### config.mk
export PLATFORM = sky130hd
export DESIGN_NAME = id_ex_stage_reg
export DESIGN_NICKNAME = d
export VERILOG_FILES = /design/src/rtl/id_ex_stage_reg.sv
export SDC_FILE = /design/constraint.sdc
export NUM_CORES = 1
export LEC_CHECK = 0
export CORE_AREA = 4 4 136 138
export DETAILED_ROUTE_END_ITERATION = 8
export DIE_AREA = 0 0 140 142
export MAX_ROUTING_LAYER = met4
export PLACE_DENSITY = 0.79
export SETUP_SLACK_MARGIN = 0.15
export SLEW_MARGIN = 20
export SYNTH_ARGS = -nofsm -noshare
export SYNTH_HDL_FRONTEND = slang
export SYNTH_SLANG_ARGS = --single-unit
### constraint.sdc
create_clock -name clk_i -period 2.7 [get_ports clk_i]
set_input_delay 0.675 -clock clk_i [delete_from_list [all_inputs] [get_ports clk_i]]
set_output_delay 0.675 -clock clk_i [all_outputs]
set_load 0.05 [all_outputs]
### src/rtl/id_ex_stage_reg.sv
// ---------------------------------------------------------------------------
// id_ex_stage_reg
//
// ID/EX pipeline register for the 5-stage CPU, with load-use hazard
// detection. It captures the decoded control word, operands and register
// fields from ID and presents them to EX one cycle later. If the instruction
// in EX is a load whose destination (rt) is a source of the instruction in ID,
// PC and IF/ID are frozen for one cycle and a bubble is written into EX. A
// branch/jump flush also writes a bubble. hold_i freezes all state.
//
// Control word packing (id_ctrl_i / ex_ctrl_o, bit 14 down to bit 0):
//   {RegWrite, ALUOp[2:0], ALUSrc, RegDst[1:0], MemtoReg[1:0],
//    Branch, BranchType, Jump, MemRead, MemWrite, Jal}
//
// Ports
//   clk_i, rst_i          clock, synchronous active-high reset
//   hold_i                global freeze; every register holds
//   flush_i               next EX slot becomes a bubble
//   id_*_i                control word, PC+4, operands, immediate, funct and
//                         rs/rt/rd fields of the instruction in ID
//   ex_*_o                registered copies of the above for EX
//   ex_valid_o            1 = EX holds a real instruction, 0 = bubble
//   pc_write_o            0 = PC must hold this cycle
//   ifid_write_o          0 = IF/ID register must hold this cycle
//   stall_cnt_o           saturating load-use stall count
//
// Configuration
//   IDEX_STALL_CNT_EN     when defined, builds a 16-bit saturating counter of
//                         load-use stall cycles on stall_cnt_o; when undefined
//                         stall_cnt_o is tied to zero and no counter exists.
// ---------------------------------------------------------------------------
module id_ex_stage_reg #(
  parameter int DATA_W = 32,
  parameter int REG_AW = 5
) (
  input  logic              clk_i,
  input  logic              rst_i,
  input  logic              hold_i,
  input  logic              flush_i,
  input  logic [14:0]       id_ctrl_i,
  input  logic [DATA_W-1:0] id_pc4_i,
  input  logic [DATA_W-1:0] id_rs_data_i,
  input  logic [DATA_W-1:0] id_rt_data_i,
  input  logic [DATA_W-1:0] id_imm_i,
  input  logic [5:0]        id_funct_i,
  input  logic [REG_AW-1:0] id_rs_i,
  input  logic [REG_AW-1:0] id_rt_i,
  input  logic [REG_AW-1:0] id_rd_i,
  output logic [14:0]       ex_ctrl_o,
  output logic [DATA_W-1:0] ex_pc4_o,
  output logic [DATA_W-1:0] ex_rs_data_o,
  output logic [DATA_W-1:0] ex_rt_data_o,
  output logic [DATA_W-1:0] ex_imm_o,
  output logic [5:0]        ex_funct_o,
  output logic [REG_AW-1:0] ex_rs_o,
  output logic [REG_AW-1:0] ex_rt_o,
  output logic [REG_AW-1:0] ex_rd_o,
  output logic              ex_valid_o,
  output logic              pc_write_o,
  output logic              ifid_write_o,
  output logic [15:0]       stall_cnt_o
);

  localparam int MEMREAD_BIT = 2;

  logic [14:0]       ctrl_q,    ctrl_d;
  logic [DATA_W-1:0] pc4_q,     pc4_d;
  logic [DATA_W-1:0] rs_data_q, rs_data_d;
  logic [DATA_W-1:0] rt_data_q, rt_data_d;
  logic [DATA_W-1:0] imm_q,     imm_d;
  logic [5:0]        funct_q,   funct_d;
  logic [REG_AW-1:0] rs_q,      rs_d;
  logic [REG_AW-1:0] rt_q,      rt_d;
  logic [REG_AW-1:0] rd_q,      rd_d;
  logic              valid_q,   valid_d;
  logic              luh;

  // Hazard detection: a valid load in EX writing a non-zero rt that the ID
  // instruction reads. $0 is excluded because it never carries loaded data.
  always_comb begin
    luh = valid_q & ctrl_q[MEMREAD_BIT] & (rt_q != '0) &
          ((rt_q == id_rs_i) | (rt_q == id_rt_i));
  end

  // flush_i is deliberately absent here: the redirect is handled in IF.
  assign pc_write_o   = ~(luh | hold_i);
  assign ifid_write_o = ~(luh | hold_i);

  // Next-state selection: hold > flush > load-use bubble > load.
  // A bubble clears data and register fields too, so forwarding compares
  // against EX can never match a stale register number.
  always_comb begin
    ctrl_d    = ctrl_q;
    pc4_d     = pc4_q;
    rs_data_d = rs_data_q;
    rt_data_d = rt_data_q;
    imm_d     = imm_q;
    funct_d   = funct_q;
    rs_d      = rs_q;
    rt_d      = rt_q;
    rd_d      = rd_q;
    valid_d   = valid_q;
    if (hold_i) begin
      // keep everything
    end else if (flush_i || luh) begin
      ctrl_d    = '0;
      pc4_d     = '0;
      rs_data_d = '0;
      rt_data_d = '0;
      imm_d     = '0;
      funct_d   = '0;
      rs_d      = '0;
      rt_d      = '0;
      rd_d      = '0;
      valid_d   = 1'b0;
    end else begin
      ctrl_d    = id_ctrl_i;
      pc4_d     = id_pc4_i;
      rs_data_d = id_rs_data_i;
      rt_data_d = id_rt_data_i;
      imm_d     = id_imm_i;
      funct_d   = id_funct_i;
      rs_d      = id_rs_i;
      rt_d      = id_rt_i;
      rd_d      = id_rd_i;
      valid_d   = 1'b1;
    end
  end

  // ---- ID -> EX stage boundary ----
  always_ff @(posedge clk_i) begin
    if (rst_i) begin
      ctrl_q    <= '0;
      pc4_q     <= '0;
      rs_data_q <= '0;
      rt_data_q <= '0;
      imm_q     <= '0;
      funct_q   <= '0;
      rs_q      <= '0;
      rt_q      <= '0;
      rd_q      <= '0;
      valid_q   <= 1'b0;
    end else begin
      ctrl_q    <= ctrl_d;
      pc4_q     <= pc4_d;
      rs_data_q <= rs_data_d;
      rt_data_q <= rt_data_d;
      imm_q     <= imm_d;
      funct_q   <= funct_d;
      rs_q      <= rs_d;
      rt_q      <= rt_d;
      rd_q      <= rd_d;
      valid_q   <= valid_d;
    end
  end

  assign ex_ctrl_o    = ctrl_q;
  assign ex_pc4_o     = pc4_q;
  assign ex_rs_data_o = rs_data_q;
  assign ex_rt_data_o = rt_data_q;
  assign ex_imm_o     = imm_q;
  assign ex_funct_o   = funct_q;
  assign ex_rs_o      = rs_q;
  assign ex_rt_o      = rt_q;
  assign ex_rd_o      = rd_q;
  assign ex_valid_o   = valid_q;

`ifdef IDEX_STALL_CNT_EN
  logic [15:0] stall_cnt_q, stall_cnt_d;

  // Counts only edges where the load-use bubble actually takes effect;
  // a coincident flush or hold means no stall cycle was spent on it.
  always_comb begin
    stall_cnt_d = stall_cnt_q;
    if (luh && !hold_i && !flush_i && (stall_cnt_q != 16'hFFFF))
      stall_cnt_d = stall_cnt_q + 16'd1;
  end

  always_ff @(posedge clk_i) begin
    if (rst_i) stall_cnt_q <= '0;
    else       stall_cnt_q <= stall_cnt_d;
  end

  assign stall_cnt_o = stall_cnt_q;
`else
  assign stall_cnt_o = 16'h0000;
`endif

endmodule

## Yosys cells after proc, flatten, opt, wreduce, memory -nomap -nowiden

Index checks and enable logic that the tools add are counted.

| operators by class | value |
|---|---|
| equal/unequal tests | 2 |
| muxes and demuxes | 10 |
| bitwise gates (word level) | 6 |
| reductions and logical operators | 2 |

Operators with widths:

| cell | count |
|---|---|
| $mux W32 | 4 |
| $mux W15 | 1 |
| $mux W5 | 3 |
| $eq A5 B5 Y1 | 2 |
| $mux W6 | 1 |
| $reduce_bool A5 Y1 | 1 |
| $and A1 B1 Y1 | 3 |
| $or A1 B1 Y1 | 2 |
| $logic_or A1 B1 Y1 | 1 |
| $mux W1 | 1 |
| $not A1 Y1 | 1 |

| storage, ports and cells | value |
|---|---|
| flip-flop bits (word level) | 165 |
| bits of input ports | 168 |
| output and inout bits | 183 |
| logic and storage cells | 30 |

## Logic depth before layout (Yosys ltp)

Gate-level depths: netlist of the first run.

| logic depth | value |
|---|---|
| depth after elaboration | 5 |
| depth in mapped cells | 7 |
| gate-level depth less buffers | 5 |

## Least setup slack after synthesis of the first run

No wires, ideal clock.

| timing path | value |
|---|---|
| kind | register to output |
| from | register rt_q[4] (netlist: ex_rt_o[4]) |
| to | output pc_write_o |
| data arrival time | 2648 ps |
| required time | 2025 ps |
| slack | -623 ps |
| stages on the path, launching flop included | 7 |
| buffers on the path | 2 |
| cells stage by stage | dfxtp_1 -> or3_1 -> o311a_1 -> and2_1 -> clkbuf_1 -> nor2_1 -> buf_4 |

| between the ends | value |
|---|---|
| cells in the longest elaborated chain, start to end | 5 |
| elaborated cells on any way between the ends | 8 |
| classes of those cells | eq/ne (2); bitwise (5); reduce/logical (1) |

Ends and longest elaborated chain:

| item | RTL line | text |
|---|---|---|
| start: declaration | 73 | `logic [REG_AW-1:0] rt_q, rt_d;` |
| start signal: assignment | 151 | `rt_q <= rt_d;` |
| $eq A5 B5 Y1 or $reduce_bool A5 Y1 (tied branches) | 82, 81 |  |
| $or A1 B1 Y1 or $and A1 B1 Y1 (tied branches) | 82, 81 |  |
| $and A1 B1 Y1 * | 81 | `luh = valid_q & ctrl_q[MEMREAD_BIT] & (rt_q != '0) &` |
| $or A1 B1 Y1 * | n/a |  |
| $not A1 Y1 * | n/a |  |
| end: declaration | 59 | `output logic pc_write_o,` |

Every way passes the cells marked *; elsewhere a longest branch is shown, timed or not.

## Final worst setup path of the first run

| timing path | value |
|---|---|
| from | register rt_q[4] (netlist: ex_rt_o[4]) |
| to | output pc_write_o |

| between the ends | value |
|---|---|
| cells in the longest elaborated chain, start to end | 5 |
| elaborated cells on any way between the ends | 8 |
| classes of those cells | eq/ne (2); bitwise (5); reduce/logical (1) |

Ends and longest elaborated chain:

| item | RTL line | text |
|---|---|---|
| $eq A5 B5 Y1 or $reduce_bool A5 Y1 (tied branches) | 82, 81 |  |
| $or A1 B1 Y1 or $and A1 B1 Y1 (tied branches) | 82, 81 |  |
| $and A1 B1 Y1 * | 81 |  |
| $or A1 B1 Y1 * | 86 | `assign pc_write_o = ~(luh \| hold_i);` |
| $not A1 Y1 * | 86 |  |

Marks and branches as above.

==> results of run 1 <==
## report_power, final
part | switching [µW] | internal, µW | leakage, µW | total, µW
Clock | 1040 | 1320 | 0.000280 | 2360
Sequential | 55.8 | 2530 | 0.00135 | 2590
Combinational | 601 | 487 | 0.00209 | 1090
## logic make-up (layout without fill, tap and decap cells)
kind of cell,count (synthesis),count (layout),share of synthesized area
other,1,17,0.000692
xor gates and xnor gates,10,10,0.0162
buffers and inverters,55,389,0.0739
DFF,165,165,0.610
and+or+nand+nor,29,29,0.0289
AOI/OAI and AO/OA,168,168,0.271
## registers in the layout, indices dropped and copies added (netlist names)
register / flops
ex_ctrl_o: 15
ex_funct_o: 6
ex_imm_o: 32
ex_pc4_o: 32
ex_rd_o: 5
ex_rs_data_o: 32
ex_rs_o: 5
ex_rt_data_o: 32
ex_rt_o: 5
ex_valid_o: 1
## cells in the final DEF, fill, tap and decap left out
cell type          n
buf_6              1
nand2_1           12
dlymetal6s2s_1     3
clkbuf_16         17
clkinv_4           1
diode_2            1
buf_8              1
xnor2_1           10
clkdlybuf4s50_1  323
clkinv_2           1
bufinv_16          1
nand3_1            2
dfxtp_2            1
nor2_4             1
nor2_1             1
inv_6              5
buf_4             14
or3_1              1
dfxtp_1          162
a2111oi_4          1
dlygate4sd2_1      6
dfxtp_4            2
a22o_1           152
and2_4             1
a21o_1             1
clkinvlp_4         2
buf_12            10
conb_1            16
o22ai_2            1
clkbuf_8           1
nor2b_4            1
o311a_1            1
inv_8              3
nand3b_1          10
o22ai_1           10
a22o_2             2
## metal layers
| metal | vias to the layer above | share of wire |
|---|---|---|
| met4 | 0 | 0.016 |
| met2 | 251 | 0.49 |
| met1 | 2225 | 0.40 |
| li1 | 2261 | - |
| met3 | 19 | 0.093 |
| met5 | - | 0 |
## through the flow
step / area, µm² / setup TNS (ns) / instances / util
6_report: 9620 / 0 / 1003 / 0.560
5_1_grt: 9620 / 0 / 1003 / 0.560
4_1_cts: 9610 / 0 / 1002 / 0.559
3_5_place_dp: 8990 / -0.0471 / 967 / 0.523
3_3_place_gp: 8990 / -0.0299 / 967 / 0.523
2_1_floorplan: 5500 / 0 / 443 / -
## worst min path at each step
stage / slack (ns) / to / depth (start not counted)
6_report: 0.47 / ex_rt_data_o[14]$_SDFFE_PP0N_ / 1
4_1_cts: 0.48 / ex_rd_o[3]$_SDFFE_PP0N_ / 1
3_3_place_gp: 0.45 / ex_ctrl_o[7]$_SDFFE_PP0N_ / 1
2_1_floorplan: 0.58 / ex_rt_o[4]$_SDFFE_PP0N_ / 2
3_5_place_dp: 0.45 / ex_ctrl_o[9]$_SDFFE_PP0N_ / 1
5_1_grt: 0.48 / ex_ctrl_o[9]$_SDFFE_PP0N_ / 1
## worst max-delay path, cell delays in order (launching register included)
cell and delay [ns]:
dfxtp_4 0.34, or3_1 0.38, o311a_1 0.32, and2_4 0.18
nor2_4 0.11, buf_6 0.18
## timing repair
item	CTS	global route
pin swaps	6	4
endpoints found under the setup margin	2	2
buffers inserted	4	0
resized for setup	10	4
hold buffers	0	0
## layout make-up
type	instances	area, µm²	area share
Tap cell	225	282	0.0293
Sequential cell	165	3310	0.344
Clock buffer	18	439	0.0457
Clock inverter	13	136	0.0142
Timing Repair Buffer	358	3650	0.380
Antenna cell	1	2.50	0.000260
Multi-Input combinational cell	223	1790	0.186
==> flow_metrics.env, run 1 <==
export IMPL_run_status="complete, no violations"
export IMPL_drt_total_wl_um=18200
export IMPL_synthFlopType="dfxtp_1"
export IMPL_cts_buffers_inserted=17
export IMPL_core_mm2=0.0172
export IMPL_worstRegToRegCells=7
export IMPL_min_from="ex_rt_data_o[14]$_SDFFE_PP0N_"
export IMPL_ys_seq_area_frac=0.610
export IMPL_async_flop_share=0
export IMPL_syn_inst=428
export IMPL_clock_skew_final_ns=0.0102
export IMPL_antenna_found_initial=1
export IMPL_grt_max_degree=50
export IMPL_fillerInstances=1442
export IMPL_port_buffers=334
export IMPL_clock_latency_ns=0.41
export IMPL_dp_hpwl_um=13700
export IMPL_use_met1=0.203
export IMPL_synth_area_leaders="dfxtp_1 61%, a22o_1 25%, buf_6 3.3%"
export IMPL_grt_pass1_vias=5060
export IMPL_synth_edf_count=0
export IMPL_hp_class="register to register"
export IMPL_die_w_um=140
export IMPL_hold_violations=0
export IMPL_startpoint_type="register"
export IMPL_p_leak_uw=0.00372
export IMPL_tightest_slew_ns=0.592
export IMPL_synth_most_common_cell="dfxtp_1"
export IMPL_synth_seq_cells=165
export IMPL_routed_via_density=4.74
export IMPL_io_pins=351
export IMPL_dieArea_mm2=0.0199
export IMPL_cellPowerDensity_mw_per_mm2=628
export IMPL_grt_busiest_layer="met2"
export IMPL_drtPass1Iterations=4
export IMPL_syn2layout_area_growth_pct=77.6
export IMPL_peakVddDrop_mv=0.399
export IMPL_holdWs_ns=0.470
export IMPL_drc_errors=0
export IMPL_dieHeight_um=142
export IMPL_initial_core_util=0.315
export IMPL_ff2ff_setup_slack_ns=0.45
export IMPL_cp_required_ns=2.03
export IMPL_cts_tree="yes"
export IMPL_grt_pass1_wl_um=27500
export IMPL_wl_per_cell_um=18.1
export IMPL_drive_above_1_share=0.0862
export IMPL_arrival_ns=1.90
export IMPL_cts_sinks=165
export IMPL_clk_pin_slew_ns=0.06
export IMPL_worstPathMaxFanout=2
export IMPL_antenna_left=0
export IMPL_timing_slew_headroom=0.604
export IMPL_drv_slew=0
export IMPL_overflow=0
export IMPL_ys_types=20
export IMPL_cts_root_buf="clkbuf_16"
export IMPL_dp_slack_ns=-0.0237
export IMPL_gp_congestion=0.829
export IMPL_netlist_area_leader_share=0.610
export IMPL_reg2reg_from="ex_rt_o[4]$_SDFFE_PP0N_"
export IMPL_worst_slack_ns=0.120
export IMPL_p_total_uw=6040
export IMPL_nets=933
export IMPL_rsz0062_at_grt="yes"
export IMPL_finalSetupViolCount=0
export IMPL_htree_levels=4
export IMPL_worstSetupEndpoint="pc_write_o"
export IMPL_synth_area_mm2=0.00542
export IMPL_drv_cap=0
export IMPL_r2r_end="ex_rs_data_o[6]$_SDFFE_PP0N_"
export IMPL_ys_warn_count=0
export IMPL_dr_total_vias=4756
export IMPL_worst_setup_path_end_kind="output port"
export IMPL_min_period_over_period=0.955
export IMPL_synth_top_area_cell="dfxtp_1"
export IMPL_max_freq_mhz=388
export IMPL_grt_util_all_layers=0.178
export IMPL_grt_util_met2=0.296
export IMPL_cts_path_max_buffers=2
export IMPL_startpoint="ex_rt_o[4]$_SDFFE_PP0N_"
export IMPL_num_rows=48
export IMPL_drt_initial_drc_count=177
export IMPL_synth_avg_cell_area_um2=12.7
export IMPL_crit_type="register to output port"
export IMPL_globalRouteMet3Util=0.0675
export IMPL_synthTopCellsByCount="165 x dfxtp_1, 152 x a22o_1, 21 x clkbuf_1, 17 x buf_4, 16 x buf_6"
export IMPL_fin_crit_ns=2.58
(Power assumes the default switching activity.)
==> run 2: changes to the inputs <==
--- a/config.mk
+++ b/config.mk
@@ -6,11 +6,13 @@
 export NUM_CORES = 1
 export LEC_CHECK = 0
 export CORE_AREA = 4 4 136 138
+export CTS_CLUSTER_SIZE = 16
 export DETAILED_ROUTE_END_ITERATION = 8
 export DIE_AREA = 0 0 140 142
 export MAX_ROUTING_LAYER = met4
 export PLACE_DENSITY = 0.79
 export SETUP_SLACK_MARGIN = 0.15
+export SKIP_LAST_GASP = 1
 export SLEW_MARGIN = 20
 export SYNTH_ARGS = -nofsm -noshare
 export SYNTH_HDL_FRONTEND = slang
==> results of run 2 <==
Final layout, timing and power as in run 1 (identical DEF).
